`config.mk`:
```
export PLATFORM = sky130hd
export DESIGN_NAME = axi4stream_row_packer
export DESIGN_NICKNAME = d
export VERILOG_FILES = /design/src/rtl/axi4stream_row_packer.sv
export SDC_FILE = /design/constraint.sdc
export NUM_CORES = 1
export LEC_CHECK = 0
export ABC_CLOCK_PERIOD_IN_PS = 6600
export CAP_MARGIN = 20
export CELL_PAD_IN_SITES_DETAIL_PLACEMENT = 0
export CELL_PAD_IN_SITES_GLOBAL_PLACEMENT = 1
export CORE_MARGIN = 5
export CORE_UTILIZATION = 47
export CTS_CLUSTER_SIZE = 25
export DETAILED_ROUTE_END_ITERATION = 8
export PLACE_DENSITY = 0.91
export SLEW_MARGIN = 20
export SYNTH_ARGS = -nofsm -noshare
export SYNTH_HDL_FRONTEND = slang
export SYNTH_SLANG_ARGS = --single-unit
```
`constraint.sdc`:
```
create_clock -name aclk -period 6.6 [get_ports aclk]
set_input_delay 1.98 -clock aclk [delete_from_list [all_inputs] [get_ports aclk]]
set_output_delay 1.98 -clock aclk [all_outputs]
set_load 0.005 [all_outputs]
```
`src/rtl/axi4stream_row_packer.sv`:
```
// AXI4-Stream row packer: gathers narrow stream beats into an N_ROWS x ROW_SIZE
// frame and presents it through a registered valid/ready output with a
// one-frame skid (the fill register doubles as the held frame while the output
// slot is occupied). Protocol errors are reported as per-frame qualifiers.
module axi4stream_row_packer #(
  parameter int AXI_PACKET_SIZE = 8,
  parameter int ROW_SIZE        = 20,
  parameter int N_ROWS          = 2,
  parameter int BUFFER_SIZE     = ROW_SIZE * N_ROWS
) (
  input  logic                       aclk,
  input  logic                       areset,
  input  logic [AXI_PACKET_SIZE-1:0] tdata,
  input  logic                       tvalid,
  input  logic                       tlast,
  output logic                       tready,
  output logic [BUFFER_SIZE-1:0]     buffer,
  output logic                       valid,
  input  logic                       ready,
  output logic                       err_short,
  output logic                       err_long
);

  localparam int BEATS_PER_ROW = (ROW_SIZE + AXI_PACKET_SIZE - 1) / AXI_PACKET_SIZE;
  // Bits kept from the last beat of each row; its upper bits fall off the row.
  localparam int LAST_BITS = ROW_SIZE - (BEATS_PER_ROW - 1) * AXI_PACKET_SIZE;
  localparam logic [31:0] LAST_BEAT = 32'(BEATS_PER_ROW - 1);
  localparam logic [31:0] LAST_ROW  = 32'(N_ROWS - 1);

  if ((BUFFER_SIZE != ROW_SIZE * N_ROWS) || (AXI_PACKET_SIZE < 1) ||
      (ROW_SIZE < 1) || (N_ROWS < 1)) begin : g_bad_params
    $error("axi4stream_row_packer: illegal parameters (BUFFER_SIZE must equal ROW_SIZE*N_ROWS)");
  end

  typedef enum logic [1:0] {
    S_FILL    = 2'd0,
    S_HOLD    = 2'd1,
    S_DISCARD = 2'd2
  } state_t;

  state_t                 state_r, state_n;
  logic [BUFFER_SIZE-1:0] fill_r, fill_n;
  logic [BUFFER_SIZE-1:0] buffer_r, buffer_n;
  logic                   valid_r, valid_n;
  logic                   err_short_r, err_short_n;
  logic                   err_long_r, err_long_n;
  logic                   pend_short_r, pend_short_n;
  logic                   pend_long_r, pend_long_n;
  logic [31:0]            beat_idx_r, beat_idx_n;
  logic [31:0]            row_idx_r, row_idx_n;

  logic [BUFFER_SIZE-1:0] wr_fill_s;
  logic                   tready_s;
  logic                   accept_s;
  logic                   last_in_row_s;
  logic                   final_s;
  logic                   slot_free_s;
  logic                   is_short_s;
  logic                   is_long_s;

  // Each beat slot has a fixed bit offset; the slot addressed by the counters
  // takes the incoming beat (assignment, not accumulation), all others hold.
  for (genvar r = 0; r < N_ROWS; r++) begin : g_row
    for (genvar k = 0; k < BEATS_PER_ROW; k++) begin : g_beat
      localparam int OFF = r * ROW_SIZE + k * AXI_PACKET_SIZE;
      localparam int W   = (k == BEATS_PER_ROW - 1) ? LAST_BITS : AXI_PACKET_SIZE;
      assign wr_fill_s[OFF +: W] = ((row_idx_r == 32'(r)) && (beat_idx_r == 32'(k))) ?
                                   tdata[W-1:0] : fill_r[OFF +: W];
    end
  end

  // Upstream is stalled only while a completed frame waits for the output slot,
  // and is forced low for the whole time reset is asserted.
  assign tready_s      = ~areset & (state_r != S_HOLD);
  assign accept_s      = tvalid & tready_s;
  assign last_in_row_s = (beat_idx_r == LAST_BEAT);
  assign final_s       = last_in_row_s & (row_idx_r == LAST_ROW);
  assign slot_free_s   = ~valid_r | ready;
  assign is_short_s    = tlast & ~final_s;
  assign is_long_s     = final_s & ~tlast;

  assign tready    = tready_s;
  assign buffer    = buffer_r;
  assign valid     = valid_r;
  assign err_short = err_short_r;
  assign err_long  = err_long_r;

  // Next-state, packing counters and output-slot loading.
  always_comb begin
    state_n      = state_r;
    fill_n       = fill_r;
    buffer_n     = buffer_r;
    valid_n      = valid_r & ~ready;
    err_short_n  = err_short_r;
    err_long_n   = err_long_r;
    pend_short_n = pend_short_r;
    pend_long_n  = pend_long_r;
    beat_idx_n   = beat_idx_r;
    row_idx_n    = row_idx_r;
    case (state_r)
      S_FILL: begin
        if (accept_s) begin
          fill_n = wr_fill_s;
          if (tlast || final_s) begin
            beat_idx_n = 32'd0;
            row_idx_n  = 32'd0;
            if (slot_free_s) begin
              buffer_n    = wr_fill_s;
              valid_n     = 1'b1;
              err_short_n = is_short_s;
              err_long_n  = is_long_s;
              fill_n      = '0;
              state_n     = is_long_s ? S_DISCARD : S_FILL;
            end else begin
              pend_short_n = is_short_s;
              pend_long_n  = is_long_s;
              state_n      = S_HOLD;
            end
          end else if (last_in_row_s) begin
            beat_idx_n = 32'd0;
            row_idx_n  = row_idx_r + 32'd1;
          end else begin
            beat_idx_n = beat_idx_r + 32'd1;
          end
        end else begin
          state_n = S_FILL;
        end
      end
      S_HOLD: begin
        if (valid_r && ready) begin
          buffer_n    = fill_r;
          valid_n     = 1'b1;
          err_short_n = pend_short_r;
          err_long_n  = pend_long_r;
          fill_n      = '0;
          state_n     = pend_long_r ? S_DISCARD : S_FILL;
        end else begin
          state_n = S_HOLD;
        end
      end
      S_DISCARD: begin
        if (accept_s && tlast) begin
          state_n = S_FILL;
        end else begin
          state_n = S_DISCARD;
        end
      end
      default: begin
        state_n    = S_FILL;
        fill_n     = '0;
        beat_idx_n = 32'd0;
        row_idx_n  = 32'd0;
      end
    endcase
  end

  // State and datapath registers; reset drops any partial or held frame.
  always_ff @(posedge aclk or posedge areset) begin
    if (areset) begin
      state_r      <= S_FILL;
      fill_r       <= '0;
      buffer_r     <= '0;
      valid_r      <= 1'b0;
      err_short_r  <= 1'b0;
      err_long_r   <= 1'b0;
      pend_short_r <= 1'b0;
      pend_long_r  <= 1'b0;
      beat_idx_r   <= 32'd0;
      row_idx_r    <= 32'd0;
    end else begin
      state_r      <= state_n;
      fill_r       <= fill_n;
      buffer_r     <= buffer_n;
      valid_r      <= valid_n;
      err_short_r  <= err_short_n;
      err_long_r   <= err_long_n;
      pend_short_r <= pend_short_n;
      pend_long_r  <= pend_long_n;
      beat_idx_r   <= beat_idx_n;
      row_idx_r    <= row_idx_n;
    end
  end

endmodule

```
==> reports/summary.log <==
qor: drt.dr.pass1.iters 4
qor: min_path.hold_end buffer[28]
qor: floorplan.placement_rows 46
qor: timing.maxClockFrequency 192 MHz
qor: min_path.timing.hold.worst_path_depth 1
qor: logic_synthesis.post_synth_instance_area 7580 um2
qor: pwr.p_comb_frac 0.335
qor: final_layout.layout.cells.most_common sky130_fd_sc_hd__dfrtp_1
qor: placement.buffer_ports.inserted 56
qor: logic_synthesis.synth-edff-count 0
qor: min_path.hp-start buffer[28]
qor: logic_synthesis.yosysWarningCount 0
qor: pwr.clock_power_share 0.315
qor: drt.routed-via-count 5,574
qor: timing.final_hold_viol_count 0
qor: clocking.cts_root_buf sky130_fd_sc_hd__clkbuf_16
qor: global_route.initial_antenna_violation_count 0
qor: logic_synthesis.ys_dominant_reg_cell sky130_fd_sc_hd__dfrtp_1
qor: setup_path.timing.critical_path.cells clkdlybuf4s50_1, nor2_1, clkdlybuf4s50_1
qor: status.outcome finished, final reports clean
qor: logic_synthesis.ys_ff_latch 151
qor: logic_synthesis.synth_async_sr_flop_share 1.00
qor: clocking.cts.repair_timing.setup_buffer_count 0
qor: timing.slew_violations 0
qor: timing.rsz0062_at_grt false
qor: pwr.share_seq_of_total_power 0.350
qor: setup_path.cp_max_fo 3
qor: clocking.cts.htree.levels 4
qor: timing.fin_setup_tns 0 ns
qor: clocking.cts_buffers 17
qor: logic_synthesis.postSynthNetCount 698
qor: timing.skew 0.00759 ns
qor: pwr.p_int 0.00225 W
qor: clocking.clock_tree_from_tritoncts yes
qor: logic_synthesis.synth.top_cells.by_area sky130_fd_sc_hd__dfrtp_1 50%, sky130_fd_sc_hd__mux2_2 12%, sky130_fd_sc_hd__xor2_1 5.0%, sky130_fd_sc_hd__a22o_1 4.9%, sky130_fd_sc_hd__nor2_1 3.3%
qor: global_route.globalRouteOverflowTotal 0
qor: pwr.switching_share 0.330
qor: final_layout.mostFrequentLayoutCells 151 x sky130_fd_sc_hd__dfrtp_1, 82 x sky130_fd_sc_hd__mux2_2, 66 x sky130_fd_sc_hd__nor2_1
qor: clocking.cts_resized 0
qor: drt.antenna_left 0
qor: clocking.clock_latency 0.43 ns
qor: setup_path.worst_ep_required_time 4.62 ns
qor: setup_path.timing.critical_path.slowest_stage_cell sky130_fd_sc_hd__clkdlybuf4s50_1
qor: final_layout.final_layout_size_suffix_gt1_frac 0.185
qor: drt.detail_route.vias_per_cell 5.83
qor: floorplan.die_width 137 um
qor: floorplan.core_area 15,900 um2
qor: setup_path.r2r-start beat_idx_r[15]
qor: clocking.clock-sinks 151
qor: placement.preCtsSetupSlack 1.45 ns
qor: floorplan.die-area 18,800 um2
qor: pwr.leakage 3.99 nW
qor: setup_path.crit_path_end_kind primary output
qor: logic_synthesis.synth_area_leader_cell sky130_fd_sc_hd__dfrtp_1
qor: pwr.power_per_cell_area 373 nW/um2
qor: clocking.cts.clk_slew.worst_paths 0.06 ns
qor: pwr.power.switching 0.00110 W
qor: min_path.worst_hold_path_type reg -> reg
qor: timing.worst-slew-pin-transition 1.05 ns
qor: timing.postLayoutSetupSlackWorst 1.40 ns
qor: logic_synthesis.yosys.area.top_type_share 0.498
qor: global_route.grt_max_degree 123
qor: clocking.clockBufferDepth 2
qor: final_layout.finalNetCount 751
qor: timing.post-route-period-util 0.787
qor: floorplan.io_pins 57
qor: logic_synthesis.cell_variety_after_synth 54
qor: global_route.global_route_total_usage_across_every_layer 0.192
qor: placement.placed_cell_area 8340 um2
qor: drt.drt_first_iter_violations 375
qor: logic_synthesis.postSynthAreaPerCell 11.3 um2
qor: floorplan.die_h 137 um
qor: setup_path.reg2reg_depth 6
qor: setup_path.setup.reg_to_reg.worst_slack 2.83 ns
qor: setup_path.path_class in -> out
qor: setup_path.cp.arrival 3.22 ns
qor: floorplan.initial_core_util 0.477
qor: final_layout.final.fill_count 1,326
qor: setup_path.cp_slowest_stage_delay 0.53 ns
qor: clocking.postCtsHoldBufs 0
qor: logic_synthesis.synth_sequential_area_ratio 0.498
qor: global_route.grt_pass1_vias 5,727
qor: drt.drcViolationCount 0
qor: setup_path.critical_path_source_type input pin
qor: timing.relSlewSlack 0.303
qor: final_layout.layout-area-overhead-vs-synth 18.4%
qor: placement.routabilityCongestion 0.835
qor: pwr.vdd.ir_drop.worst 0.233 mV
qor: placement.detailedPlacementHpwl 11,400 um
qor: setup_path.critical-path-top-cell-by-count sky130_fd_sc_hd__clkdlybuf4s50_1
qor: timing.finalSetupViolations 0
qor: global_route.grt_first_pass_wirelength 28,700 um
qor: drt.totalWireLength 17,000 um
qor: final_layout.stdcell_area 8980 um2
qor: logic_synthesis.synthesis.instances 674
qor: setup_path.reg2reg_to row_idx_r[27]
qor: flow_run.number_of_max_capacitance_violations_reported 0
qor: drt.average_detailed_routed_wire_length_per_instance 17.8 um
qor: final_layout.insertedDiodeCount 0
qor: timing.final_period_minus_worst_setup_slack 5.20 ns
-- worst max-delay path, delay by kind of cell --
family,cells,cell delay (ns)
buffers and inverters,2,1.06
AND/OR/NAND/NOR,1,0.17
-- stage by stage --
step	total power [W]	instances	hold WS (ns)	utilization
2_1_floorplan	0.00194	674	0.469	-
3_3_place_gp	0.00226	924	0.476	0.525
3_5_place_dp	0.00231	924	0.484	0.525
4_1_cts	0.00337	956	0.502	0.565
5_1_grt	0.00353	956	0.517	0.565
6_report	0.00335	956	0.503	0.565
-- power by group through the flow --
stage                     Sequential (W)  Clock, W  Combinational (W)
after floorplan                  0.00117         0           0.000767
after global placement           0.00118         0            0.00109
after detailed placement         0.00119         0            0.00112
after CTS                        0.00117   0.00107            0.00113
after global routing             0.00119   0.00112            0.00122
final                            0.00117   0.00106            0.00112
-- Yosys cell counts, types with 2 or more instances --
| master | instances |
|---|---|
| sky130_fd_sc_hd__nor4_2 | 2 |
| sky130_fd_sc_hd__buf_2 | 7 |
| sky130_fd_sc_hd__inv_1 | 13 |
| sky130_fd_sc_hd__nand2_1 | 36 |
| sky130_fd_sc_hd__nor4_1 | 19 |
| sky130_fd_sc_hd__mux2_2 | 82 |
| sky130_fd_sc_hd__ha_1 | 11 |
| sky130_fd_sc_hd__xnor2_1 | 11 |
| sky130_fd_sc_hd__nor2_8 | 2 |
| sky130_fd_sc_hd__o21ai_1 | 4 |
| sky130_fd_sc_hd__and3_1 | 7 |
| sky130_fd_sc_hd__dfrtp_1 | 151 |
| sky130_fd_sc_hd__or3_1 | 5 |
| sky130_fd_sc_hd__a21oi_1 | 13 |
| sky130_fd_sc_hd__o31ai_1 | 3 |
| sky130_fd_sc_hd__nand3_1 | 37 |
| sky130_fd_sc_hd__and4_1 | 7 |
| sky130_fd_sc_hd__xor2_1 | 43 |
| sky130_fd_sc_hd__a211oi_1 | 3 |
| sky130_fd_sc_hd__clkbuf_1 | 17 |
| sky130_fd_sc_hd__nor2_1 | 66 |
| sky130_fd_sc_hd__nor2b_1 | 2 |
| sky130_fd_sc_hd__mux2_1 | 2 |
| sky130_fd_sc_hd__nor3_1 | 7 |
| sky130_fd_sc_hd__nand4_1 | 28 |
| sky130_fd_sc_hd__o21ai_0 | 14 |
| sky130_fd_sc_hd__or4_1 | 3 |
| sky130_fd_sc_hd__nor4_4 | 5 |
| sky130_fd_sc_hd__and2_1 | 8 |
| sky130_fd_sc_hd__a22o_1 | 42 |
-- sequential cells by signal, summed over array words and instances, names as in the netlist --
signal	cells
err_long	1
buffer	40
valid	1
beat_idx_r	32
fill_r	40
state_r	2
row_idx_r	32
pend_long_r	1
pend_short_r	1
err_short	1
-- cell type report --
| type | count | area, um2 | area share |
|---|---|---|---|
| clock inverter | 15 | 215 | 0.0240 |
| timing repair buffer | 60 | 591 | 0.0658 |
| sequential | 151 | 3780 | 0.421 |
| inverter | 13 | 56.3 | 0.00627 |
| clock buffer | 17 | 425 | 0.0474 |
| tap | 216 | 270 | 0.0301 |
| multi-input combinational | 484 | 3640 | 0.406 |
-- how the worst max path moves through the flow --
stage / from / endpoint / slack, ns / cells past startpoint
3_3_place_gp: areset / tready / 1.46 / 3
4_1_cts: areset / tready / 1.44 / 3
2_1_floorplan: areset / beat_idx_r[0] / 0.56 / 1
3_5_place_dp: areset / tready / 1.45 / 3
6_report: areset / tready / 1.40 / 3
5_1_grt: areset / tready / 1.33 / 3
-- layer usage --
metal	track usage	vias to the layer above	part of all wire
met1	0.266	2816	0.46
met3	0.0474	33	0.049
li1	-	2574	-
met2	0.291	151	0.47
met4	0.0765	0	0.021
met5	0	-	0
-- cells by family (layout without fill, tap and decap cells) --
logic type      Yosys count  after routing  share of synthesized area
flops                   151            151                      0.498
mux                      85             85                      0.126
fa+ha+maj                11             11                     0.0181
xor+xnor                 54             54                     0.0624
buf+inv                  39            105                     0.0229
compound gates           89             89                     0.0870
simple gates            245            245                      0.185
Note: power is estimated with default switching activity, not from simulation.
